## src/rtl/main_control_fsm.sv

```systemverilog
// Multicycle main control FSM for the RV32 core: sequences fetch/decode/execute/
// memory/writeback, drives ALUOP into the ALU decoder and the datapath selects/enables.
`timescale 1ns/1ps
module main_control_fsm #(
  parameter logic [2:0] ALUOP_ADD   = 3'b000,
  parameter logic [2:0] ALUOP_SUB   = 3'b001,
  parameter logic [2:0] ALUOP_FUNCT = 3'b111
) (
  input  logic       clk,
  input  logic       rst_n,
  input  logic [6:0] op,
  input  logic       Zero,
  input  logic       mem_ready,
  output logic [2:0] ALUOP,
  output logic [1:0] ALUSrcA,
  output logic [1:0] ALUSrcB,
  output logic [1:0] ResultSrc,
  output logic       AdrSrc,
  output logic [1:0] ImmSrc,
  output logic       IRWrite,
  output logic       PCWrite,
  output logic       RegWrite,
  output logic       MemWrite,
  output logic       illegal_op,
  output logic       instr_done,
  output logic [3:0] state
);

  localparam logic [6:0] OP_LW   = 7'b0000011;
  localparam logic [6:0] OP_SW   = 7'b0100011;
  localparam logic [6:0] OP_R    = 7'b0110011;
  localparam logic [6:0] OP_I    = 7'b0010011;
  localparam logic [6:0] OP_BEQ  = 7'b1100011;
  localparam logic [6:0] OP_JAL  = 7'b1101111;

  typedef enum logic [3:0] {
    S_FETCH    = 4'd0,
    S_DECODE   = 4'd1,
    S_MEMADR   = 4'd2,
    S_MEMREAD  = 4'd3,
    S_MEMWB    = 4'd4,
    S_MEMWRITE = 4'd5,
    S_EXECUTER = 4'd6,
    S_EXECUTEI = 4'd7,
    S_ALUWB    = 4'd8,
    S_BEQ      = 4'd9,
    S_JAL      = 4'd10
  } state_t;

  state_t state_r;
  state_t state_nxt;

  // State register
  always_ff @(posedge clk or negedge rst_n) begin
    if (!rst_n) state_r <= S_FETCH;
    else        state_r <= state_nxt;
  end

  assign state = 4'(state_r);

  // Next-state and control decode
  always_comb begin
    state_nxt  = S_FETCH;
    ALUOP      = ALUOP_ADD;
    ALUSrcA    = 2'b00;
    ALUSrcB    = 2'b00;
    ResultSrc  = 2'b00;
    AdrSrc     = 1'b0;
    ImmSrc     = 2'b00;
    IRWrite    = 1'b0;
    PCWrite    = 1'b0;
    RegWrite   = 1'b0;
    MemWrite   = 1'b0;
    illegal_op = 1'b0;
    instr_done = 1'b0;

    case (op)
      OP_SW:   ImmSrc = 2'b01;
      OP_BEQ:  ImmSrc = 2'b10;
      OP_JAL:  ImmSrc = 2'b11;
      default: ImmSrc = 2'b00;
    endcase

    case (state_r)
      S_FETCH: begin
        ALUSrcB   = 2'b10;
        ResultSrc = 2'b10;
        IRWrite   = mem_ready;
        PCWrite   = mem_ready;
        state_nxt = mem_ready ? S_DECODE : S_FETCH;
      end
      S_DECODE: begin
        ALUSrcA = 2'b01;
        ALUSrcB = 2'b01;
        case (op)
          OP_LW, OP_SW: state_nxt = S_MEMADR;
          OP_R:         state_nxt = S_EXECUTER;
          OP_I:         state_nxt = S_EXECUTEI;
          OP_BEQ:       state_nxt = S_BEQ;
          OP_JAL:       state_nxt = S_JAL;
          default: begin
            state_nxt  = S_FETCH;
            illegal_op = 1'b1;
            instr_done = 1'b1;
          end
        endcase
      end
      S_MEMADR: begin
        ALUSrcA   = 2'b10;
        ALUSrcB   = 2'b01;
        state_nxt = (op == OP_LW) ? S_MEMREAD : S_MEMWRITE;
      end
      S_MEMREAD: begin
        AdrSrc    = 1'b1;
        state_nxt = mem_ready ? S_MEMWB : S_MEMREAD;
      end
      S_MEMWB: begin
        ResultSrc  = 2'b01;
        RegWrite   = 1'b1;
        instr_done = 1'b1;
      end
      S_MEMWRITE: begin
        AdrSrc     = 1'b1;
        MemWrite   = 1'b1;
        instr_done = mem_ready;
        state_nxt  = mem_ready ? S_FETCH : S_MEMWRITE;
      end
      S_EXECUTER: begin
        ALUSrcA   = 2'b10;
        ALUOP     = ALUOP_FUNCT;
        state_nxt = S_ALUWB;
      end
      S_EXECUTEI: begin
        ALUSrcA   = 2'b10;
        ALUSrcB   = 2'b01;
        ALUOP     = ALUOP_FUNCT;
        state_nxt = S_ALUWB;
      end
      S_ALUWB: begin
        RegWrite   = 1'b1;
        instr_done = 1'b1;
      end
      S_BEQ: begin
        ALUSrcA    = 2'b10;
        ALUOP      = ALUOP_SUB;
        PCWrite    = Zero;
        instr_done = 1'b1;
      end
      S_JAL: begin
        ALUSrcA   = 2'b01;
        ALUSrcB   = 2'b10;
        PCWrite   = 1'b1;
        state_nxt = S_ALUWB;
      end
      default: state_nxt = S_FETCH;
    endcase

    // Reset must kill every enable at once, including the mem_ready-driven ones in FETCH
    if (!rst_n) begin
      IRWrite    = 1'b0;
      PCWrite    = 1'b0;
      RegWrite   = 1'b0;
      MemWrite   = 1'b0;
      illegal_op = 1'b0;
      instr_done = 1'b0;
    end
  end

endmodule

```

## config.mk

```make
export PLATFORM = sky130hd
export DESIGN_NAME = main_control_fsm
export DESIGN_NICKNAME = d
export VERILOG_FILES = /design/src/rtl/main_control_fsm.sv
export SDC_FILE = /design/constraint.sdc
export NUM_CORES = 1
export LEC_CHECK = 0
export CORE_MARGIN = 5
export CORE_UTILIZATION = 37
export DETAILED_ROUTE_END_ITERATION = 10
export PLACE_DENSITY = 0.78
export SYNTH_ARGS = -nofsm -noshare
export SYNTH_HDL_FRONTEND = slang
export SYNTH_SLANG_ARGS = --single-unit
```

## constraint.sdc

```tcl
create_clock -name clk -period 1.59 [get_ports clk]
set_input_delay 0.2385 -clock clk [delete_from_list [all_inputs] [get_ports clk]]
set_output_delay 0.2385 -clock clk [all_outputs]
set_load 0.05 [all_outputs]
```

==> results of run 1 <==
[cells in the mapped netlist, types with 2 or more instances]
library cell,number,share of area
dfrtp_1,4,0.17
nand2b_1,8,0.085
nor2_1,8,0.051
nand2_1,2,0.013
xor2_1,2,0.030
nor3_1,5,0.043
o22ai_1,2,0.021
nor2b_1,2,0.021
inv_1,4,0.026
buf_2,4,0.034
nor3b_1,3,0.038
o21ai_0,3,0.026
a21oi_1,8,0.068
o21a_1,2,0.026
xnor2_1,2,0.030
[cells by family after synthesis]
family                    Yosys count  share of synthesized area
AOI/OAI and AO/OA                  24                      0.273
xor gates and xnor gates            4                     0.0598
buffers and inverters               9                     0.0726
DFF                                 4                      0.171
and+or+nand+nor                    39                      0.423
[per-stage QoR]
step	TNS [ps]	worst slack, ps	std cells	instance area [um^2]
2_1_floorplan	-2320	-440	80	766
3_3_place_gp	-1000	-210	152	1500
==> flow_summary.json, run 1 <==
{
  "place.gp.congestion": 0.854,
  "status": "aborted with a tool error",
  "die_height_um": 49.8,
  "yosysWarningCount": 0,
  "yosysSeqAreaShare": 0.171,
  "syn_inst": 80,
  "firstError": "[ERROR DPL-0033] detailed placement checks failed during check placement.",
  "portBuffers": 32,
  "synth_nets": 91,
  "synth.distinct_cells": 36,
  "ys.flop_type": "dfrtp_1",
  "start_util": 0.389,
  "synthArstFlopShare": 1.00,
  "dp_hpwl_mm": 3.26,
  "syn-cell-area_um2": 586,
  "die_w_um": 49.8,
  "haltStage": "3_5_place_dp",
  "synth_edf_count": 0,
  "ios": 33,
  "syn_area_per_cell_um2": 7.32,
  "rows": 14,
  "synth-seq-cells": 4
}
==> inputs of run 2 (changes only) <==
--- a/config.mk
+++ b/config.mk
@@ -5,10 +5,10 @@
 export SDC_FILE = /design/constraint.sdc
 export NUM_CORES = 1
 export LEC_CHECK = 0
-export CORE_MARGIN = 5
-export CORE_UTILIZATION = 37
+export CORE_AREA = 5 5 66 68
 export DETAILED_ROUTE_END_ITERATION = 10
-export PLACE_DENSITY = 0.78
+export DIE_AREA = 0 0 71 73
+export PLACE_DENSITY_LB_ADDON = 0.15
 export SYNTH_ARGS = -nofsm -noshare
 export SYNTH_HDL_FRONTEND = slang
 export SYNTH_SLANG_ARGS = --single-unit
==> flow_summary.json, run 2 <==
{
  "antennaDiodeCount": 0,
  "area_growth_pct": 212,
  "setup_viol": 12,
  "switchingPower_w": 0.000278,
  "max_slew.worst_pin.slew_ps": 309,
  "path_clk_slew_ps": 30,
  "dieArea_mm2": 0.00518,
  "combPwrFrac": 0.587,
  "nFillCells": 372,
  "layout_commonest_cell": "buf_4",
  "p_seq_frac": 0.144,
  "dpl_worst_slack_ps": -278,
  "irDropWorstVdd_mv": 0.395,
  "synth.distinct_cells": 36,
  "failed_checks": "negative setup slack",
  "yosysSeqAreaShare": 0.171,
  "ctsRootBufferMaster": "clkbuf_8",
  "final_area_mm2": 0.00183,
  "cts_made_buffers": 3,
  "place_area_mm2": 0.00155,
  "grt_pass1_wl_mm": 4.51,
  "fin_crit_ps": 1750,
  "cts_buffer_depth": 2,
  "grt-ovfl-total": 0,
  "leakagePower_nw": 0.739,
  "syn_area_per_cell_um2": 7.32,
  "synthAdderAreaFrac": 0,
  "yosysWarningCount": 0,
  "yosys.area_share.simple": 0.423,
  "worst_slack_ps": -158,
  "drtAntennaViolNets": 0,
  "criticalPathCategory": "register to output pin",
  "fin_crit_sh": 1.10,
  "synthXorXnorAreaFrac": 0.0598,
  "synthArstFlopShare": 1.00,
  "synth_edf_count": 0,
  "rows": 23,
  "htree_levels": 1,
  "hold_ws_ps": 350,
  "seq_area_um2": 105,
  "stdcell_count": 206,
  "status": "finished, violations left",
  "p_int_w": 0.000504,
  "dr_total_vias": 898,
  "routedWlPerCell_um": 12.2,
  "synth_common_cells": "8 x a21oi_1, 8 x nand2b_1, 8 x nor2_1, 5 x nor3_1",
  "rsz0062_at_grt": "yes",
  "syn_inst": 80,
  "slew_headroom": 0.794,
  "synth_nets": 91,
  "yosys-mux-area-fraction": 0,
  "clkPwrFrac": 0.269,
  "start_kind": "register",
  "synth-seq-cells": 4,
  "clk_latency_ps": 220,
  "power.total_w": 0.000782,
  "place_inst": 187,
  "ys.flop_type": "dfrtp_1",
  "die_w_um": 71,
  "antenna_found_initial": 0,
  "vias_per_cell": 4.36,
  "synth-compound-area-share": 0.274,
  "layout-drive-gt1-share": 0.731,
  "finalHoldViolCount": 0,
  "skew_ps": 4.46,
  "cap_violations": 0,
  "worstPathMaxFanout": 4,
  "dp_hpwl_mm": 1.98,
  "slew_violations": 0,
  "drt_pass1_iterations": 3,
  "grt_max_degree": 12,
  "wirelength_mm": 2.52,
  "end_kind": "output pin",
  "power_density_mw_per_mm2": 428,
  "die_height_um": 73,
  "yosys.area.top_type_share": 0.171,
  "fmax_ghz": 0.572,
  "largest_reg_flops": 4,
  "core_mm2": 0.00380,
  "switching_share": 0.355,
  "layout_common_cells": "38 x buf_4, 22 x buf_12, 8 x buf_6",
  "synth_top_cell_by_area": "dfrtp_1",
  "place.gp.congestion": 0.843,
  "portBuffers": 32,
  "hp-class": "primary input to async pin",
  "start_util": 0.154,
  "finalNetCount": 169,
  "reg2reg_depth": 5,
  "grt_pass1_vias": 995,
  "grt_usage": 0.107,
  "tritoncts": "done",
  "crit_required_ps": 1350,
  "syn-cell-area_um2": 586,
  "numClockSinks": 4,
  "multiInputGateArea_um2": 689,
  "ios": 33,
  "drc": 0,
  "critPathArrivalTime_ps": 1510,
  "synth_top_family_by_area": "simple AND/OR/NAND/NOR gates",
  "drt_iter0_drc": 30,
  "yosys-top-cells-area": "dfrtp_1 17%, nand2b_1 8.5%, a21oi_1 6.8%"
}
==> run 2: cell counts after synthesis <==
Identical to the previous run, type by type.
==> run 2: metrics by stage <==
| step | util | setup TNS (ps) |
|---|---|---|
| 2_1_floorplan | - | -2320 |
| 3_3_place_gp | 0.408 | -1190 |
| 3_5_place_dp | 0.408 | -1190 |
| 4_1_cts | 0.477 | -1420 |
| 5_1_grt | 0.481 | -1950 |
| 6_report | 0.481 | -1130 |
==> run 2: area by class of cell <==
class	instances	area share
Clock buffer	3	0.0226
Multi-Input combinational cell	67	0.377
Sequential cell	4	0.0575
Tap cell	50	0.0342
Timing Repair Buffer	78	0.497
Inverter	4	0.0116
==> run 2: final timing paths <==
check | startpoint | endpoint | slack [ps]
hold reg to reg | state[1] | state[3] | 710
max in group asynchronous | rst_n | state[0] | 1110
setup reg to reg | state[0] | state[0] | 100
setup / recovery | state[0] | PCWrite | -160
min in group clk | op[4] | state[2] | 600
hold / removal | rst_n | state[3] | 350
==> run 2: power by group through the flow <==
stage	Clock, W	Sequential [W]	Combinational [W]
floorplan	0	0.000126	0.000192
global placement	0	0.000117	0.000402
detailed placement	0	0.000118	0.000405
CTS	0.000217	0.000113	0.000460
global route	0.000227	0.000113	0.000485
finish	0.000211	0.000113	0.000459
==> run 2: logic make-up (layout without fill, tap and decap cells) <==
kind of cell | after synthesis | after routing
compound gates | 24 | 24
buf+inv | 9 | 85
xor+xnor | 4 | 4
simple gates | 39 | 39
flops | 4 | 4
==> run 2: what timing repair did <==
item,4_1_cts,5_1_grt
buffers inserted,18,0
hold endpoints to repair,0,0
setup endpoints to repair,18,18
gates resized for setup,33,5
hold buffers,0,0
pin swaps,19,5
==> run 2: per-layer routing <==
| layer | part of all wire | wire length [um] | global-route usage |
|---|---|---|---|
| met1 | 0.39 | 986 | 0.118 |
| met4 | 0.0075 | 19 | 0.0313 |
| met2 | 0.55 | 1390 | 0.204 |
| met5 | 0 | 0 | 0 |
| met3 | 0.049 | 124 | 0.0262 |
==> run 2: critical path, cell delays in order (launching register included) <==
cell     delay, ps
dfrtp_2        430
buf_6          130
nor3b_2        160
a31oi_1         60
o21a_1         200
nor3_4         160
buf_12         160
Note: power is estimated with default switching activity, not from simulation.
==> inputs of run 3 (changes only) <==
--- a/config.mk
+++ b/config.mk
@@ -9,6 +9,7 @@
 export DETAILED_ROUTE_END_ITERATION = 10
 export DIE_AREA = 0 0 71 73
 export PLACE_DENSITY_LB_ADDON = 0.15
+export REMOVE_ABC_BUFFERS = 1
 export SYNTH_ARGS = -nofsm -noshare
 export SYNTH_HDL_FRONTEND = slang
 export SYNTH_SLANG_ARGS = --single-unit
==> flow_summary.json, run 3 (synthesis results as in run 2) <==
{
  "drt_iter0_drc": 17,
  "start_util": 0.154,
  "ios": 33,
  "end_kind": "output pin",
  "cts_buffer_depth": 2,
  "crit_required_ps": 1350,
  "rows": 23,
  "dieArea_mm2": 0.00518,
  "cts_hold_buf": 0,
  "wirelength_mm": 2.92,
  "largest_reg_flops": 4,
  "setup_viol": 15,
  "dpl_worst_slack_ps": -278,
  "reg2reg_depth": 6,
  "fmax_ghz": 0.565,
  "layout-drive-gt1-share": 0.729,
  "die_w_um": 71,
  "hp-class": "primary input to async pin",
  "grt_max_degree": 10,
  "status": "finished, violations left",
  "die_height_um": 73,
  "path_clk_slew_ps": 30,
  "criticalPathCategory": "register to output pin",
  "numClockSinks": 4,
  "grt_pass1_vias": 1034,
  "power.total_w": 0.000807,
  "start_kind": "register",
  "layout_commonest_cell": "buf_4",
  "slew_violations": 0,
  "core_mm2": 0.00380,
  "fin_crit_sh": 1.11,
  "max_slew.worst_pin.slew_ps": 261,
  "drtAntennaViolNets": 0,
  "dp_hpwl_mm": 2.02,
  "rrSetupSlack_ps": 130,
  "reg2reg_from": "state[3]",
  "tritoncts": "done",
  "grt_pass1_wl_mm": 4.74,
  "worst_slack_ps": -181,
  "drt_pass1_iterations": 3,
  "area_growth_pct": 235,
  "grt-ovfl-total": 0,
  "finalNetCount": 179,
  "setup_tns_ps": -1260,
  "layout_common_cells": "37 x buf_4, 24 x buf_12, 17 x buf_6",
  "leakagePower_nw": 0.809,
  "critPathArrivalTime_ps": 1530,
  "r2r-end": "state[1]",
  "worstPathMaxFanout": 5,
  "cts_made_buffers": 3,
  "portBuffers": 32,
  "drc": 0,
  "cap_violations": 0,
  "irDropWorstVdd_mv": 0.282,
  "antennaDiodeCount": 0,
  "dr_total_vias": 941,
  "postLayoutCoreUtil": 0.516,
  "power_density_mw_per_mm2": 412,
  "clk_latency_ps": 220,
  "ctsRootBufferMaster": "clkbuf_8",
  "rsz0062_at_grt": "yes",
  "grt_usage": 0.112,
  "finalHoldViolCount": 0,
  "failed_checks": "negative setup slack",
  "slew_headroom": 0.825,
  "antenna_found_initial": 0,
  "htree_levels": 1,
  "routedWlPerCell_um": 13.5,
  "skew_ps": 2.56,
  "fin_crit_ps": 1770,
  "place.gp.congestion": 0.800,
  "vias_per_cell": 4.36
}
run 3: layout make-up:
| cell class | instances | area [um^2] |
|---|---|---|
| fillers | 353 | 1840 |
| inverters | 4 | 21.3 |
| repair buffers | 88 | 1040 |
| well taps | 50 | 62.6 |
| clock buffers | 3 | 41.3 |
| multi-input cells | 67 | 686 |
| flip-flops and latches | 4 | 105 |
run 3: repair_timing:
item                       CTS  global route
setup buffers               10             6
pin swaps                   12            12
setup endpoints to repair   18            17
gates resized for setup     45            30
run 3: how the worst max path moves through the flow:
stage,start,endpoint,slack [ps],cells after the start
floorplan,state[1],IRWrite,-1670,2
global placement,op[2],instr_done,-270,6
detailed placement,op[2],instr_done,-280,6
CTS,mem_ready,PCWrite,-150,6
global route,state[1],instr_done,-240,5
finish,state[0],PCWrite,-180,6
run 3: metal layers:
layer,track usage,vias up,share of wire
li1,-,464,-
met1,0.139,431,0.44
met2,0.188,38,0.48
met3,0.0248,8,0.053
met4,0.0418,0,0.019
met5,0,-,0
run 3: through the flow:
| step | std cells | instance area, um^2 | hold WS (ps) |
|---|---|---|---|
| floorplan | 75 | 558 | -57.1 |
| global placement | 199 | 1480 | 555 |
| detailed placement | 199 | 1480 | 553 |
| CTS | 211 | 1770 | 346 |
| global route | 216 | 1960 | 355 |
| finish | 216 | 1960 | 346 |
run 3: worst max-delay path: stages, from the launching register on:
cell	delay (ps)
dfrtp_2	450
buf_6	140
nor2b_4	120
nand2_2	90
o21a_1	140
nor3_4	210
buf_12	160
run 3: where the power goes:
part | leakage, nW | internal [W] | switching [W] | total (W)
Sequential | 0.0478 | 0.000107 | 0.00000734 | 0.000114
Clock | 0.0216 | 0.000161 | 0.0000504 | 0.000212
Combinational | 0.739 | 0.000252 | 0.000230 | 0.000482
Total | 0.809 | 0.000520 | 0.000288 | 0.000807
